==> src/rtl/fp_pkg.sv <==
// Shared IEEE 754 single-precision constants, FSM state encoding and operand decode helper
// for the iterative floating-point divider.
package fp_pkg;

  localparam int unsigned SIGN_W = 1;
  localparam int unsigned EXP_W  = 8;
  localparam int unsigned FRAC_W = 23;
  localparam int unsigned MANT_W = FRAC_W + 1;

  localparam int BIAS = 127;
  localparam int EMIN = -126;
  localparam int EMAX = 127;

  localparam logic [31:0] QNAN    = 32'hFFC0_0000;
  localparam logic [31:0] POS_INF = 32'h7F80_0000;

  localparam int unsigned QUO_W     = 27;
  localparam int unsigned UFLOW_MAX = 26;

  // Working exponents need headroom beyond 8 bits for denormal normalization and overflow.
  typedef logic signed [9:0] exp_t;

  typedef enum logic [2:0] {
    StIdle,
    StUnpack,
    StNorm,
    StDiv,
    StAlign,
    StUflow,
    StRound,
    StPack
  } state_e;

  typedef struct packed {
    exp_t              exp;
    logic [MANT_W-1:0] mant;
    logic              is_nan;
    logic              is_inf;
    logic              is_zero;
  } unpacked_t;

  function automatic unpacked_t unpack(input logic [31:0] x);
    unpacked_t u;
    logic [EXP_W-1:0]  e;
    logic [FRAC_W-1:0] f;
    e         = x[30:23];
    f         = x[22:0];
    u.is_nan  = (e == 8'hFF) && (f != '0);
    u.is_inf  = (e == 8'hFF) && (f == '0);
    u.is_zero = (e == 8'h00) && (f == '0);
    if (e == 8'h00) begin
      u.exp  = exp_t'(EMIN);
      u.mant = {1'b0, f};
    end else begin
      u.exp  = exp_t'({2'b00, e}) - exp_t'(BIAS);
      u.mant = {1'b1, f};
    end
    return u;
  endfunction

endpackage

==> src/rtl/fdiv_mant_core.sv <==
// Restoring radix-2 mantissa divider: 27 quotient bits, MSB weighting 2^0, one bit per cycle.
// The first bit is produced on the go edge itself, so valid_o rises 26 cycles later.
module fdiv_mant_core
  import fp_pkg::*;
(
  input  logic              clk,
  input  logic              rst,
  input  logic              go_i,
  input  logic [MANT_W-1:0] ma_i,
  input  logic [MANT_W-1:0] mb_i,
  output logic [QUO_W-1:0]  q_o,
  output logic [MANT_W:0]   rem_o,
  output logic              valid_o
);

  logic [MANT_W:0]   rem_q, rem_d;
  logic [MANT_W-1:0] div_q, div_d;
  logic [QUO_W-1:0]  quo_q, quo_d;
  logic [4:0]        cnt_q, cnt_d;
  logic              valid_q, valid_d;

  logic [MANT_W:0]   rem_src;
  logic [MANT_W-1:0] div_src;
  logic [MANT_W-1:0] diff;
  logic              ge;

  always_comb begin
    rem_src = go_i ? {1'b0, ma_i} : rem_q;
    div_src = go_i ? mb_i : div_q;
    ge      = rem_src >= {1'b0, div_src};
    // Partial remainder is always below 2*divisor, so the difference fits the mantissa width.
    diff    = ge ? MANT_W'(rem_src - {1'b0, div_src}) : rem_src[MANT_W-1:0];

    rem_d   = rem_q;
    div_d   = div_q;
    quo_d   = quo_q;
    cnt_d   = cnt_q;
    valid_d = 1'b0;
    if (go_i) begin
      rem_d = {diff, 1'b0};
      div_d = mb_i;
      quo_d = {{(QUO_W-1){1'b0}}, ge};
      cnt_d = 5'(QUO_W - 1);
    end else if (cnt_q != '0) begin
      rem_d   = {diff, 1'b0};
      quo_d   = {quo_q[QUO_W-2:0], ge};
      cnt_d   = cnt_q - 5'd1;
      valid_d = (cnt_q == 5'd1);
    end
  end

  always_ff @(posedge clk) begin
    if (rst) begin
      rem_q   <= '0;
      div_q   <= '0;
      quo_q   <= '0;
      cnt_q   <= '0;
      valid_q <= 1'b0;
    end else begin
      rem_q   <= rem_d;
      div_q   <= div_d;
      quo_q   <= quo_d;
      cnt_q   <= cnt_d;
      valid_q <= valid_d;
    end
  end

  assign q_o     = quo_q;
  assign rem_o   = rem_q;
  assign valid_o = valid_q;

endmodule

==> src/rtl/fdivider.sv <==
// Multi-cycle IEEE 754 single-precision divider with round-to-nearest-even and
// denormal support; the mantissa quotient comes from fdiv_mant_core.
module fdivider
  import fp_pkg::*;
(
  input  logic        clk,
  input  logic        rst,
  input  logic        start,
  input  logic [31:0] a,
  input  logic [31:0] b,
  output logic [31:0] z,
  output logic        busy,
  output logic        done
);

  state_e state_q, state_d;

  logic [31:0]       a_q, a_d, b_q, b_d;
  logic              sign_q, sign_d;
  logic              special_q, special_d;
  logic [31:0]       spec_res_q, spec_res_d;
  exp_t              ea_q, ea_d, eb_q, eb_d, ez_q, ez_d;
  logic [MANT_W-1:0] ma_q, ma_d, mb_q, mb_d, mant_q, mant_d;
  logic              grd_q, grd_d, rnd_q, rnd_d, stk_q, stk_d;
  logic [4:0]        ucnt_q, ucnt_d;
  logic [31:0]       z_q, z_d;
  logic              done_q, done_d;

  unpacked_t         ua, ub;
  logic              sp_nan, sp_inf, sp_zero, is_special, res_sign;
  logic [31:0]       spec_res;
  logic              go, core_valid, inc;
  logic [QUO_W-1:0]  quo;
  logic [MANT_W:0]   rem;
  logic [MANT_W:0]   rsum;
  logic [EXP_W-1:0]  exp_field;

  fdiv_mant_core u_core (
    .clk     (clk),
    .rst     (rst),
    .go_i    (go),
    .ma_i    (ma_d),
    .mb_i    (mb_d),
    .q_o     (quo),
    .rem_o   (rem),
    .valid_o (core_valid)
  );

  // Operand classification and special-result selection.
  always_comb begin
    ua         = unpack(a_q);
    ub         = unpack(b_q);
    res_sign   = a_q[31] ^ b_q[31];
    sp_nan     = ua.is_nan | ub.is_nan | (ua.is_zero & ub.is_zero) | (ua.is_inf & ub.is_inf);
    sp_inf     = ua.is_inf | ub.is_zero;
    sp_zero    = ub.is_inf | ua.is_zero;
    is_special = sp_nan | sp_inf | sp_zero;
    if (sp_nan) begin
      spec_res = QNAN;
    end else if (sp_inf) begin
      spec_res = POS_INF | {res_sign, 31'b0};
    end else begin
      spec_res = {res_sign, 31'b0};
    end
  end

  // Datapath next-state.
  always_comb begin
    a_d        = a_q;
    b_d        = b_q;
    sign_d     = sign_q;
    special_d  = special_q;
    spec_res_d = spec_res_q;
    ea_d       = ea_q;
    eb_d       = eb_q;
    ez_d       = ez_q;
    ma_d       = ma_q;
    mb_d       = mb_q;
    mant_d     = mant_q;
    grd_d      = grd_q;
    rnd_d      = rnd_q;
    stk_d      = stk_q;
    ucnt_d     = ucnt_q;
    z_d        = z_q;
    done_d     = 1'b0;
    rsum       = {1'b0, mant_q} + 25'd1;
    inc        = grd_q & (rnd_q | stk_q | mant_q[0]);
    exp_field  = ez_q[7:0] + 8'd127;

    unique case (state_q)
      StIdle: begin
        if (start) begin
          a_d = a;
          b_d = b;
        end
      end
      StUnpack: begin
        sign_d     = res_sign;
        special_d  = is_special;
        spec_res_d = spec_res;
        ea_d       = ua.exp;
        eb_d       = ub.exp;
        ma_d       = ua.mant;
        mb_d       = ub.mant;
      end
      StNorm: begin
        if (!ma_q[MANT_W-1]) begin
          ma_d = ma_q << 1;
          ea_d = ea_q - 10'sd1;
        end
        if (!mb_q[MANT_W-1]) begin
          mb_d = mb_q << 1;
          eb_d = eb_q - 10'sd1;
        end
      end
      StDiv: begin
        ez_d = ea_q - eb_q;
      end
      StAlign: begin
        ucnt_d = '0;
        if (quo[26]) begin
          mant_d = quo[26:3];
          grd_d  = quo[2];
          rnd_d  = quo[1];
          stk_d  = quo[0] | (rem != '0);
        end else begin
          mant_d = quo[25:2];
          grd_d  = quo[1];
          rnd_d  = quo[0];
          stk_d  = (rem != '0);
          ez_d   = ez_q - 10'sd1;
        end
      end
      StUflow: begin
        mant_d = mant_q >> 1;
        grd_d  = mant_q[0];
        rnd_d  = grd_q;
        stk_d  = stk_q | rnd_q;
        ez_d   = ez_q + 10'sd1;
        ucnt_d = ucnt_q + 5'd1;
        // Beyond the cap every significant bit has left; only sticky survives.
        if ((ucnt_q == 5'(UFLOW_MAX - 1)) && (ez_d < exp_t'(EMIN))) begin
          mant_d = '0;
          grd_d  = 1'b0;
          rnd_d  = 1'b0;
          ez_d   = exp_t'(EMIN);
        end
      end
      StRound: begin
        if (inc) begin
          if (rsum[MANT_W]) begin
            mant_d = 24'h80_0000;
            ez_d   = ez_q + 10'sd1;
          end else begin
            mant_d = rsum[MANT_W-1:0];
          end
        end
      end
      StPack: begin
        done_d = 1'b1;
        if (special_q) begin
          z_d = spec_res_q;
        end else if (ez_q > exp_t'(EMAX)) begin
          z_d = {sign_q, 8'hFF, 23'h0};
        end else if ((ez_q == exp_t'(EMIN)) && !mant_q[MANT_W-1]) begin
          z_d = {sign_q, 8'h00, mant_q[22:0]};
        end else begin
          z_d = {sign_q, exp_field, mant_q[22:0]};
        end
      end
      default: ;
    endcase
  end

  // FSM next-state.
  always_comb begin
    state_d = state_q;
    unique case (state_q)
      StIdle:   if (start) state_d = StUnpack;
      StUnpack: begin
        if (is_special) begin
          state_d = StPack;
        end else if (ua.mant[MANT_W-1] && ub.mant[MANT_W-1]) begin
          state_d = StDiv;
        end else begin
          state_d = StNorm;
        end
      end
      // Leave on the same edge as the final shift so NORM costs exactly one cycle per shift.
      StNorm:   if (ma_d[MANT_W-1] && mb_d[MANT_W-1]) state_d = StDiv;
      StDiv:    if (core_valid) state_d = StAlign;
      StAlign:  state_d = (ez_d < exp_t'(EMIN)) ? StUflow : StRound;
      StUflow:  if (ez_d >= exp_t'(EMIN)) state_d = StRound;
      StRound:  state_d = StPack;
      StPack:   state_d = StIdle;
      default:  state_d = StIdle;
    endcase
  end

  // FSM outputs.
  always_comb begin
    busy = (state_q != StIdle);
    go   = (state_d == StDiv) && (state_q != StDiv);
  end

  always_ff @(posedge clk) begin
    if (rst) begin
      state_q <= StIdle;
    end else begin
      state_q <= state_d;
    end
  end

  always_ff @(posedge clk) begin
    if (rst) begin
      a_q        <= '0;
      b_q        <= '0;
      sign_q     <= 1'b0;
      special_q  <= 1'b0;
      spec_res_q <= '0;
      ea_q       <= '0;
      eb_q       <= '0;
      ez_q       <= '0;
      ma_q       <= '0;
      mb_q       <= '0;
      mant_q     <= '0;
      grd_q      <= 1'b0;
      rnd_q      <= 1'b0;
      stk_q      <= 1'b0;
      ucnt_q     <= '0;
      z_q        <= '0;
      done_q     <= 1'b0;
    end else begin
      a_q        <= a_d;
      b_q        <= b_d;
      sign_q     <= sign_d;
      special_q  <= special_d;
      spec_res_q <= spec_res_d;
      ea_q       <= ea_d;
      eb_q       <= eb_d;
      ez_q       <= ez_d;
      ma_q       <= ma_d;
      mb_q       <= mb_d;
      mant_q     <= mant_d;
      grd_q      <= grd_d;
      rnd_q      <= rnd_d;
      stk_q      <= stk_d;
      ucnt_q     <= ucnt_d;
      z_q        <= z_d;
      done_q     <= done_d;
    end
  end

  assign z    = z_q;
  assign done = done_q;

endmodule

==> config.mk <==
export PLATFORM = sky130hd
export DESIGN_NAME = fdivider
export DESIGN_NICKNAME = d
export VERILOG_FILES = /design/src/rtl/fp_pkg.sv /design/src/rtl/fdiv_mant_core.sv /design/src/rtl/fdivider.sv
export SDC_FILE = /design/constraint.sdc
export NUM_CORES = 1
export LEC_CHECK = 0
export CAP_MARGIN = 10
export CORE_UTILIZATION = 49
export CTS_CLUSTER_SIZE = 14
export DETAILED_ROUTE_END_ITERATION = 8
export GPL_TIMING_DRIVEN = 1
export PLACE_DENSITY_LB_ADDON = 0.15
export REMOVE_ABC_BUFFERS = 1
export SYNTH_ARGS = -nofsm -noshare
export SYNTH_HDL_FRONTEND = slang
export SYNTH_SLANG_ARGS = --single-unit
==> constraint.sdc <==
create_clock -name clk -period 4.5 [get_ports clk]
set_input_delay 0.45 -clock clk [delete_from_list [all_inputs] [get_ports clk]]
set_output_delay 0.45 -clock clk [all_outputs]
set_load 0.05 [all_outputs]
==> impl_summary.md, run 1 <==
Placed design
Summing all placed instances gives a cell area of 0.0183 sq mm. The HPWL after detailed placement is 33,800 microns. Port buffering added 100 buffers. The final weighted congestion in routability-driven placement is 0.934.

Finish
The proportion of layout cells with a drive suffix above 1 is 0.156. The repair_antennas step left the layout with diodes totalling 0. The post-route core utilization is 0.632. The summed area of non-filler cells in the final layout is 0.0202 sq mm. The most frequent standard cell in the layout excluding fill and tap cells is sky130_fd_sc_hd__nand2_1.

The area overhead of the layout relative to synthesis is 25.6%. The library cells used most frequently in the layout, excluding fill and tap cells, are 291 x sky130_fd_sc_hd__nand2_1, 288 x sky130_fd_sc_hd__dfxtp_1, 286 x sky130_fd_sc_hd__a21oi_1. The net count of the finished layout is 2,430.

Die
The die covers 0.0336 sq mm. The die boundary width is 183 microns. The count of pins on the block boundary is 101. The chip height is 183 microns.

In this run the standard cell core region covers 0.0320 sq mm. After floorplanning, the core was divided into 65 placement rows. The effective utilization at floorplan is 0.503.

Synth
The synthesized design contains 0 enable-type register cells. The fraction of synthesized cell area taken by the top area cell type is 0.368. Synthesis instantiated 81 different standard cells from the library.

The synthesis-stage register bit count is 296. A synthesized cell averages 7.53 sq um. After synthesis, the cell types taking the most area are sky130_fd_sc_hd__dfxtp_1 37%, sky130_fd_sc_hd__a21oi_1 9.4%, sky130_fd_sc_hd__nand2_1 6.9%.

The mapped netlist covers 0.0161 sq mm. The main flop type after synthesis is sky130_fd_sc_hd__dfxtp_1. The synthesized design spends more area on one cell type than any other, namely sky130_fd_sc_hd__dfxtp_1. The number of synthesis warnings is 0. The part of the Yosys area used for sequential elements is 0.368. The cell count after synthesis is 2,135.

The proportion of register bits with asynchronous set or reset after synthesis is 0.

Critical path
By startpoint and endpoint, the worst setup path is classified as register to register. The setup check on the worst reg-to-reg path leaves a slack of -0.08 ns. At the worst endpoint, the arrival time is 5.03 ns. The largest fanout on the critical path is 10. STA classifies the critical path endpoint as a register. The cell with the largest stage delay on the worst path is sky130_fd_sc_hd__or3_4.

The largest incremental delay on the critical path is 0.46 ns. The worst reg-to-reg path cell count is 21. Data on the critical path is required at its endpoint by 4.95 ns. Traced cell by cell, the critical path runs through nor4_4, nand4_1, or3_4, nor4bb_4, o21ai_4, buf_12, buf_12, buf_16, a21oi_2, ha_1, and3_1, a221o_1, o41ai_4, nand2_2, o21ai_2, a21oi_2, buf_6, a21oi_4, buf_6, a22oi_1, o22ai_1.

The worst setup path is launched from a register.

Timing
For the pin with the worst max-slew slack, the measured transition is 1.12 ns. The number of hold-slack violations in the final timing report is 0. The smallest setup slack after layout is -0.0828 ns.

The minimum period implied by the final worst setup slack is 4.58 ns. The setup clock skew after layout is 0.0150 ns. The final cycle utilization of the critical path is 1.02. Derived from the worst setup path, the maximum achievable clock frequency is 0.218 GHz. The total count of max-transition violations in the final report is 0. The worst relative slew slack is 0.252. Setup violations remaining at the end of the flow were counted as 19. Setup repair after global routing could not meet its margin everywhere.

Global routing
Summed over all layers, the global routing overflow is 0. The maximum number of pins on one net before global-route repair is 144. The number of antenna violations at the first check in global routing is 0.

The aggregate global-route resource usage is 0.282. The number of global-route vias before repair is 15.0k. The global-route wire length before repair is 77,300 microns.

Route
The initial detailed-routing violation count is 1,675. The post-detailed-route count of antenna-violating nets is 0. The post-detailed-route wirelength per cell is 17.6 microns.

Summed over all layers, the routed wires come to 48,600 microns. The detailed-route via count is 16.2k. The count of unresolved DRC violations after routing is 0. The first TritonRoute pass finished after 6 iterations. The via density per instance is 5.85.

Power
In this run the static leakage power is 7.57 nW. For this design the ratio of total power to cell area is 758 mW/mm^2. The worst-case IR drop observed on VDD is 0.000570 V.

Clock network
After clock tree synthesis, the clock-pin slew on the worst setup and hold paths is 0.06 ns. The CTS tree is yes. Counting every sink on the clock net gives 296.

The buffer depth of the longest clock path is 3. The clock tree synthesis step divided the H-tree into 2 levels. For the worst-skew pair, the clock arrives at the later sink with an insertion delay of 0.53 ns. Clock tree synthesis inserted a total of 35 buffers. The master cell of the clock root buffer is sky130_fd_sc_hd__clkbuf_16.

Run
The tool flagged a number of max-cap violations equal to 0.

Min path
In this run the worst hold path is classified as register to register. The depth of the worst hold-timing path is 2.

Outcome
The run finished, with violations left. The checks that failed: negative setup slack.
[registers in the layout, summed over array words and instances, names as in the netlist, 3 cells and up]
register      flops
a_q              32
b_q              32
z                32
u_core.q_o       27
ma_q             24
mant_q           24
mb_q             24
u_core.div_q     24
u_core.rem_o     24
ea_q             10
eb_q             10
ez_q             10
u_core.cnt_q      5
ucnt_q            5
spec_res_q        3
state_q           3
[critical path: cells and delay by family (launching register included)]
family	cells	cell delay [ns]
AOI/OAI and AO/OA	9	1.68
adders and majority gates	1	0.30
buffers and inverters	5	0.71
DFF	1	0.33
and+or+nand+nor	6	1.47
[synth_stat cells, types with 5 or more instances]
| master | count |
|---|---|
| sky130_fd_sc_hd__a211oi_1 | 22 |
| sky130_fd_sc_hd__a21o_1 | 12 |
| sky130_fd_sc_hd__a21oi_1 | 303 |
| sky130_fd_sc_hd__a221oi_1 | 8 |
| sky130_fd_sc_hd__a22o_1 | 46 |
| sky130_fd_sc_hd__a22oi_1 | 34 |
| sky130_fd_sc_hd__a311oi_1 | 6 |
| sky130_fd_sc_hd__a31oi_1 | 5 |
| sky130_fd_sc_hd__and2_1 | 8 |
| sky130_fd_sc_hd__and3_1 | 27 |
| sky130_fd_sc_hd__buf_1 | 7 |
| sky130_fd_sc_hd__buf_2 | 24 |
| sky130_fd_sc_hd__clkbuf_1 | 108 |
| sky130_fd_sc_hd__dfxtp_1 | 296 |
| sky130_fd_sc_hd__ha_1 | 48 |
| sky130_fd_sc_hd__inv_1 | 41 |
| sky130_fd_sc_hd__mux2_2 | 6 |
| sky130_fd_sc_hd__mux2i_1 | 21 |
| sky130_fd_sc_hd__nand2_1 | 294 |
| sky130_fd_sc_hd__nand2b_1 | 13 |
| sky130_fd_sc_hd__nand3_1 | 42 |
| sky130_fd_sc_hd__nand4_1 | 16 |
| sky130_fd_sc_hd__nor2_1 | 277 |
| sky130_fd_sc_hd__nor2b_1 | 10 |
| sky130_fd_sc_hd__nor3_1 | 64 |
| sky130_fd_sc_hd__nor4_1 | 31 |
| sky130_fd_sc_hd__nor4b_1 | 5 |
| sky130_fd_sc_hd__o211ai_1 | 10 |
| sky130_fd_sc_hd__o21a_1 | 14 |
| sky130_fd_sc_hd__o21ai_0 | 116 |
| sky130_fd_sc_hd__o21ai_1 | 5 |
| sky130_fd_sc_hd__o221ai_1 | 10 |
| sky130_fd_sc_hd__o22ai_1 | 27 |
| sky130_fd_sc_hd__o31ai_1 | 6 |
| sky130_fd_sc_hd__or2_2 | 8 |
| sky130_fd_sc_hd__or3_1 | 11 |
| sky130_fd_sc_hd__xnor2_1 | 45 |
| sky130_fd_sc_hd__xor2_1 | 24 |
[final timing paths]
path                              start               end
worst max-delay path            b_q[17]  u_core.rem_o[17]
worst min-delay path               z[1]              z[1]
worst max register to register  b_q[17]  u_core.rem_o[17]
worst min register to register     z[1]              z[1]
[final cells by class]
cell class | instances | area [sq um]
Fill cell | 2874 | 11800
Clock inverter | 8 | 128
Inverter | 41 | 154
Tap cell | 435 | 544
Timing Repair Buffer | 292 | 2660
Clock buffer | 50 | 982
Sequential cell | 296 | 5940
Multi-Input combinational cell | 1647 | 9800
[kinds of logic after synthesis]
family                     Yosys count  share of synthesized area
DFF                                296                      0.368
muxes                               27                     0.0173
and+or+nand+nor                    839                      0.235
AOI/OAI and AO/OA                  662                      0.250
xor gates and xnor gates            69                     0.0376
adders and majority gates           50                     0.0398
buffers and inverters              192                     0.0518
[repair_timing]
| action | 4_1_cts | 5_1_grt |
|---|---|---|
| pin swaps | 17 | 56 |
| setup endpoints to repair | 25 | 25 |
| cloned | 1 | 3 |
| setup buffers | 11 | 9 |
| gates resized for setup | 32 | 97 |
| hold buffers | 0 | 0 |
[report_power, final]
part	switching (mW)	internal, mW	leakage (nW)	total (mW)
clock network	1.12	1.64	0.543	2.77
registers	0.523	3.08	2.41	3.60
logic	5.00	3.95	4.62	8.95
[through the flow]
stage / setup slack [ns] / setup TNS (ns) / hold slack (ns) / power (mW) / cells
finish: -0.0828 / -0.835 / 0.449 / 15.3 / 2769
global placement: -0.249 / -4.17 / 0.441 / 11.2 / 2688
detailed placement: -0.311 / -5.49 / 0.447 / 11.3 / 2688
CTS: 0.000199 / 0 / 0.449 / 14.4 / 2757
floorplan: -3.98 / -182.47 / 0.429 / 8.38 / 1984
global route: -0.255 / -4.84 / 0.467 / 16.4 / 2769
[per-layer routing]
layer | track usage | routed length [microns]
met1 | 0.378 | 21500
met2 | 0.466 | 22800
met3 | 0.0375 | 2720
met4 | 0.0997 | 1660
met5 | 0 | 0
Power figures use the tool's default switching activity.
==> run 2, diff against run 1 <==
==> constraint.sdc (replaced) <==
create_clock -name clk -period 4.5 [get_ports clk]
set_input_delay 1.35 -clock clk [delete_from_list [all_inputs] [get_ports clk]]
set_output_delay 1.35 -clock clk [all_outputs]
set_load 0.05 [all_outputs]
==> run 2 against run 1 <==
- the flow still finishes with violations (negative setup slack)
- register-to-register slack lost 0.14 ns
- core utilization grew 1.0 points
- first-iteration DRC count fell by 19%
- worst setup slack worse by 0.14 ns
- total power rose by 2.9%
- sequential cell count unchanged
- global-route usage increased by 1.0 points
- die area stayed put
- combinational power increased by 2%
- largest power group unchanged
==> impl_summary.md, run 2 (synthesis gave the netlist of run 1 again) <==
Outcome
The run finished, with violations left. The checks that failed: negative setup slack.

Clock network
The number of H-tree levels is 2 (unchanged). The master cell of the clock root buffer is sky130_fd_sc_hd__clkbuf_16. The CTS tree is yes. The total of hold buffers inserted after clock tree synthesis is 0 (unchanged).

The buffer depth of the longest clock path is 3 (unchanged). The number of sinks driven by the clock tree came to 296 (unchanged). The clock latency on the worst-skew pair came to 0.52 ns (about the same).

The number of buffers inserted during clock tree synthesis is 35 (unchanged). The clock-pin slew of the registers on the worst-case setup and hold paths came to 0.06 ns (about the same).

Critical path
The critical path is of the register to register type. The signal on the critical path passes through nor4_4, nand4_1, or3_4, nor4bb_4, buf_4, o21ai_4, buf_12, nor2_4, a21oi_2, ha_1, a21o_1, a221o_1, o41ai_2, nand2_1, o21ai_1, a21oi_1, buf_4, a21oi_4, buf_6, a22oi_2, o22ai_1. The nature of the critical path startpoint is a register.

The largest incremental delay on the critical path is 0.46 ns (about the same). The worst endpoint required time is 4.93 ns (-0.02 ns). The arrival time at the worst endpoint was 5.15 ns (+0.12 ns). The largest fanout on the critical path is 8 (-2). The worst setup path is captured at a register. Among all stages on the critical path, the largest delay is contributed by sky130_fd_sc_hd__or3_4. Among the stages of the critical path, the cell type that occurs most often is sky130_fd_sc_hd__buf_4.

Global routing
The global-route wire length before repair was 80,400 microns (+4.0%). The number of global-route vias before repair was 15.6k (+4.2%). The most used routing layer is met2.

The aggregate global-route resource usage is 0.293 (+0.0104). The global routing usage on met1 is 0.381 (+0.00365). The leftover overflow at the end of global routing was 0 (unchanged). The maximum number of pins on one net before global-route repair is 113 (-22%). The met3 demand-to-capacity share in global routing is 0.0359 (-0.00159).

The number of antenna violations at the first check in global routing is 0 (unchanged). The met2 capacity usage during global routing is 0.484 (+0.0187).

Placed design
The post-placement worst setup slack is -0.837 ns (-0.525 ns). The number of port buffers is 100 (unchanged). The instance area after placement came to 0.0186 sq mm (+1.6%).

The total half-perimeter wirelength after legalization and detailed placement is 34,300 microns (+1.5%). The final weighted congestion in routability-driven placement came to 0.928 (-0.71%). The post-placement cell count came to 2,728 (+1.5%).

Power
The power per cell area is 767 mW/mm^2 (+1.2%). The largest vdd supply drop came to 0.000541 V (-5.1%). The leakage power is 7.79 nW (+2.8%).

The total power after layout is 15.8 mW (+2.9%).

Timing
Setup repair after global routing could not meet its margin everywhere. The maximum operating frequency is 0.212 GHz (-2.9%). The final sum of negative setup slack is -3.66 ns (-2.83 ns). The final cycle utilization of the critical path came to 1.05 (+0.0306).

The worst relative slew slack is 0.251 (-0.000948). The pin slew with the least headroom to its limit came to 1.12 ns (+0.00142 ns). The number of hold-slack violations in the final timing report is 0 (unchanged).

The minimum period implied by the final worst setup slack came to 4.72 ns (+0.138 ns). The setup-violating endpoint count in the final report is 25 (+6). The total count of max-transition violations in the final report is 0 (unchanged).

The setup clock skew after layout is 0.0184 ns (+0.00342 ns). The smallest setup slack after layout is -0.221 ns (-0.138 ns).

Route
The post-detailed-route count of antenna-violating nets was 0 (unchanged). The count of unresolved DRC violations after routing came to 0 (unchanged). The via density per instance is 5.83 (-0.35%). The detailed-route via count is 16.4k (+1.1%). The post-detailed-route wirelength per cell was 17.5 microns (-0.43%). The iteration count of the initial detailed-routing pass is 5 (-1).

The initial detailed-routing violation count was 1,351 (-19%). The sum of routed wire length over all layers is 49,100 microns (+1.0%).

Finish
The area used by sequential logic in the layout came to 0.00593 sq mm (about the same). The summed area of non-filler cells in the final layout is 0.0205 sq mm (+1.7%). The most frequent standard cell in the layout excluding fill and tap cells is sky130_fd_sc_hd__nand2_1. The area of combinational cells with multiple inputs is 0.00978 sq mm (-0.19%). The final-layout fill cell count is 2,798 (-2.6%). The net count of the finished layout came to 2,464 (+1.4%). Leaving out fill and tap cells, the most frequent cells in the layout are 290 x sky130_fd_sc_hd__nand2_1, 289 x sky130_fd_sc_hd__dfxtp_1, 288 x sky130_fd_sc_hd__a21oi_1. The number of antenna cells inserted is 0 (unchanged). Compared with the post-synthesis result, the final layout area differs by 27.7%. The proportion of layout cells with a drive suffix above 1 is 0.171 (+0.0155). The final cell count without fillers is 2,809 (+1.4%).

Die
The cell row count came to 65 (unchanged). The chip height was 183 microns (unchanged). The count of pins on the block boundary is 101 (unchanged). The overall die area is 0.0336 sq mm (unchanged). The die boundary width is 183 microns (unchanged). The effective utilization at floorplan is 0.503 (unchanged). The core region area is 0.0320 sq mm (unchanged).

Min path
The worst min-delay path class is register to register.

Run
The number of violations of the max-capacitance limit is 0 (unchanged).
run 2: changes by cell type in the layout (fill, tap and decap cells not counted), moves of 3 or more:
cell	change
sky130_fd_sc_hd__a21oi_2	-3
sky130_fd_sc_hd__a22oi_1	-4
sky130_fd_sc_hd__a22oi_2	+4
sky130_fd_sc_hd__buf_4	+38
sky130_fd_sc_hd__buf_8	-3
sky130_fd_sc_hd__clkbuf_1	-6
sky130_fd_sc_hd__clkbuf_8	+6
sky130_fd_sc_hd__o21ai_0	+3
run 2: final cells by class:
class	count	area share
clock buffer	51	0.0520
clock inverter	13	0.00902
inverter	41	0.00750
multi-input combinational	1648	0.476
sequential	296	0.289
tap	435	0.0265
timing repair buffer	325	0.140
run 2: worst max-delay path: cells and delay by family, from the launching register on:
kind | cells | cell delay [ns]
AO/OA/AOI/OAI | 10 | 1.98
adder cells (fa/ha/maj) | 1 | 0.26
buffers and inverters | 4 | 0.69
flip-flops | 1 | 0.33
AND/OR/NAND/NOR | 6 | 1.35
run 2: worst paths after layout:
check,cells past startpoint,from,slack (ns),to
max,21,b_q[21],-0.22,u_core.rem_o[9]
min,2,z[1],0.45,z[1]
max reg2reg,21,b_q[21],-0.22,u_core.rem_o[9]
min reg2reg,2,z[1],0.45,z[1]
run 2: report_power, final:
group          internal (mW)  total, mW  switching, mW
logic                   4.08       9.14           5.06
clock network           1.88       3.02           1.14
registers               3.08       3.59          0.511
run 2: repair_timing:
item / CTS / global route
resized for setup: 63 / 51
cloned: 4 / 0
endpoints found under the setup margin: 25 / 25
buffers inserted: 7 / 7
pin swaps: 31 / 41
run 2: metrics by stage:
stage	hold WS, ns	util
detailed placement	0.447	0.582
finish	0.452	0.642
global route	0.469	0.642
global placement	0.442	0.582
floorplan	0.429	-
CTS	0.455	0.634
run 2: layer usage:
layer | wire, microns | part of all wire
met2 | 23100 | 0.47
met1 | 21500 | 0.44
met5 | 0 | 0
met3 | 2650 | 0.054
met4 | 1930 | 0.039
==> run 3, diff against run 2 <==
Settings changed: CORE_UTILIZATION 49 to 23.
==> run 3 against run 2 <==
- the run still ends with negative setup slack left
- total power grew 8.5%
- fmax increased by 2.3%
- combinational power rose by 14%
- clock skew hardly changed
- sequential power about the same
- wire length up 19%
- design area is 8.6% higher
- final cell count is 22% higher
- critical path type unchanged
- highest routed layer unchanged
==> impl_summary.md, run 3 (synthesis gave the netlist of run 1 again) <==
Global routing
The maximum number of pins on one net before global-route repair was 174 (+54%). The number of antenna violations at the first check in global routing is 0 (unchanged). The aggregate global-route resource usage is 0.163 (-0.129). The leftover overflow at the end of global routing is 0 (unchanged). The number of global-route vias before repair was 16.1k (+3.4%).

The global-route wire length before repair is 91,900 microns (+14%).

Timing
The final cycle utilization of the critical path was 1.03 (-0.0239). The number of hold-slack violations in the final timing report is 0 (unchanged). The tightest hold margin is 0.455 ns (+0.00372 ns). The worst relative slew slack is 0.241 (-0.0105). The total count of max-transition violations in the final report is 0 (unchanged). The setup clock skew after layout is 0.0189 ns (+0.000496 ns).

The smallest setup slack after layout is -0.113 ns (+0.107 ns). The setup-violating endpoint count in the final report came to 22 (-12%). The minimum period implied by the final worst setup slack is 4.61 ns (-0.107 ns).

The maximum operating frequency is 0.217 GHz (+2.3%). The pin slew with the least headroom to its limit came to 1.14 ns (+0.0157 ns). Setup repair after global routing could not meet its margin everywhere.

Route
The detailed-route via count is 16.4k (-0.16%). The initial detailed-routing violation count is 892 (-34%). The iteration count of the initial detailed-routing pass came to 5 (unchanged). The count of unresolved DRC violations after routing is 0 (unchanged). The via density per instance is 4.78 (-18%). The post-detailed-route wirelength per cell came to 17.1 microns (-2.0%). The sum of routed wire length over all layers came to 58,700 microns (+19%). The post-detailed-route count of antenna-violating nets came to 0 (unchanged).

Run
The number of violations of the max-capacitance limit is 0 (unchanged).

Power
The power per cell area is 767 mW/mm^2 (about the same). The leakage power is 8.37 nW (+7.4%). The total power after layout is 17.1 mW (+8.5%).

The largest vdd supply drop is 0.000652 V (+21%).

Outcome
The final reports fail on negative setup slack. The run finished, with violations left.

Finish
The net count of the finished layout was 2,579 (+4.7%). The area overhead of the layout relative to synthesis is 38.6%. Leaving out fill and tap cells, the most frequent cell in the layout is sky130_fd_sc_hd__buf_4.

The final cell count without fillers is 3,421 (+22%). The proportion of layout cells with a drive suffix above 1 is 0.218 (+0.0467). The number of antenna cells inserted is 0 (unchanged).

In the layout the commonest cells are 306 x sky130_fd_sc_hd__buf_4, 293 x sky130_fd_sc_hd__dfxtp_1, 291 x sky130_fd_sc_hd__nand2_1.

Critical path
The largest fanout on the critical path is 11 (+3). The worst reg-to-reg path cell count is 21 (unchanged). The setup slack of the most critical reg-to-reg path was -0.11 ns (+0.11 ns).

The worst register-to-register path ends at u_core.rem_o[24]. The classification of the worst setup path is register to register. The worst endpoint required time came to 4.90 ns (-0.03 ns). STA classifies the critical path endpoint as a register. The arrival time at the worst endpoint was 5.02 ns (-0.13 ns). The nature of the critical path startpoint is a register.

The most critical setup path has its startpoint at b_q[11]. The startpoint identified for the worst register-to-register timing path is b_q[11].

Die
The die boundary width is 266 microns (+45%). The chip height is 266 microns (+45%). The overall die area is 0.0710 sq mm (+110%). The effective utilization at floorplan is 0.233 (-0.270). The cell row count was 96 (+48%). The core region area is 0.0689 sq mm (+120%).

The count of pins on the block boundary is 101 (unchanged).

Clock network
The number of H-tree levels is 2 (unchanged). The clock latency on the worst-skew pair is 0.56 ns (+0.04 ns). The total of hold buffers inserted after clock tree synthesis came to 0 (unchanged).

The CTS tree is yes. The number of buffers inserted during clock tree synthesis came to 40 (+14%). Clock tree synthesis selected as its root buffer the cell sky130_fd_sc_hd__clkbuf_16.

The number of sinks driven by the clock tree is 296 (unchanged). The buffer depth of the longest clock path is 3 (unchanged). The clock-pin slew of the registers on the worst-case setup and hold paths is 0.06 ns (about the same).

Min path
For hold timing, the worst endpoint is z[1]. The source of the worst hold timing path is z[1]. The worst min-delay path class is register to register. The depth of the worst hold-timing path is 2 (unchanged).

Placed design
The number of port buffers is 100 (unchanged). The final weighted congestion in routability-driven placement is 0.867 (-6.5%). The post-placement cell count is 3,311 (+21%). The total half-perimeter wirelength after legalization and detailed placement is 41,900 microns (+22%).
==> run 3: per-layer routing <==
metal	vias up	GRT usage	wire [microns]
li1	8268	-	-
met1	7701	0.220	28200
met2	302	0.267	26700
met3	82	0.0235	2190
met4	0	0.0506	1570
met5	-	0	0
==> run 3: cell type report <==
type	count	area [sq um]
Timing Repair Buffer	436	3760
Multi-Input combinational cell	1647	10000
Sequential cell	296	5930
Inverter	41	154
Clock inverter	6	78.8
Tap cell	931	1160
Clock buffer	64	1210
Fill cell	7380	46600
==> run 3: how the worst max path moves through the flow <==
| stage | end |
|---|---|
| 2_1_floorplan | u_core.rem_o[16] |
| 3_3_place_gp | u_core.rem_o[12] |
| 3_5_place_dp | u_core.rem_o[17] |
| 4_1_cts | u_core.rem_o[23] |
| 5_1_grt | u_core.rem_o[23] |
| 6_report | u_core.rem_o[24] |
==> run 3: power by group <==
| part | switching, mW | internal (mW) |
|---|---|---|
| sequential | 0.490 | 3.08 |
| combinational | 5.66 | 4.72 |
| clock | 1.25 | 1.90 |
==> run 3: metrics by stage <==
step	util	setup slack, ns	setup TNS, ns	area, sq um
finish	0.323	-0.113	-1.24	22300
global route	0.323	-0.335	-6.14	22300
CTS	0.319	-0.187	-2.83	22000
detailed placement	0.289	-1.36	-29.94	19900
global placement	0.289	-1.24	-27.52	19900
floorplan	-	-4.17	-197.53	15400
==> run 3: what timing repair did <==
item	4_1_cts	5_1_grt
setup endpoints to repair	25	25
buffers inserted	30	12
cloned	4	1
pin swaps	37	37
resized for setup	115	58
==> run 3: critical path, cell delays in order, from the launching register on <==
cell	delay [ns]
sky130_fd_sc_hd__dfxtp_1	0.31
sky130_fd_sc_hd__nor4_1	0.26
sky130_fd_sc_hd__buf_4	0.16
sky130_fd_sc_hd__nand4_1	0.08
sky130_fd_sc_hd__buf_4	0.18
sky130_fd_sc_hd__or3_4	0.37
sky130_fd_sc_hd__nor4bb_4	0.19
sky130_fd_sc_hd__o21ai_4	0.24
sky130_fd_sc_hd__buf_8	0.19
sky130_fd_sc_hd__buf_12	0.15
sky130_fd_sc_hd__buf_12	0.13
sky130_fd_sc_hd__nand2_1	0.06
sky130_fd_sc_hd__o21ai_0	0.16
sky130_fd_sc_hd__ha_4	0.26
sky130_fd_sc_hd__a22o_1	0.19
sky130_fd_sc_hd__or4_4	0.43
sky130_fd_sc_hd__buf_4	0.16
sky130_fd_sc_hd__o211ai_1	0.26
sky130_fd_sc_hd__o21bai_2	0.13
sky130_fd_sc_hd__a221o_1	0.32
sky130_fd_sc_hd__nor3_2	0.17
sky130_fd_sc_hd__a311oi_1	0.06
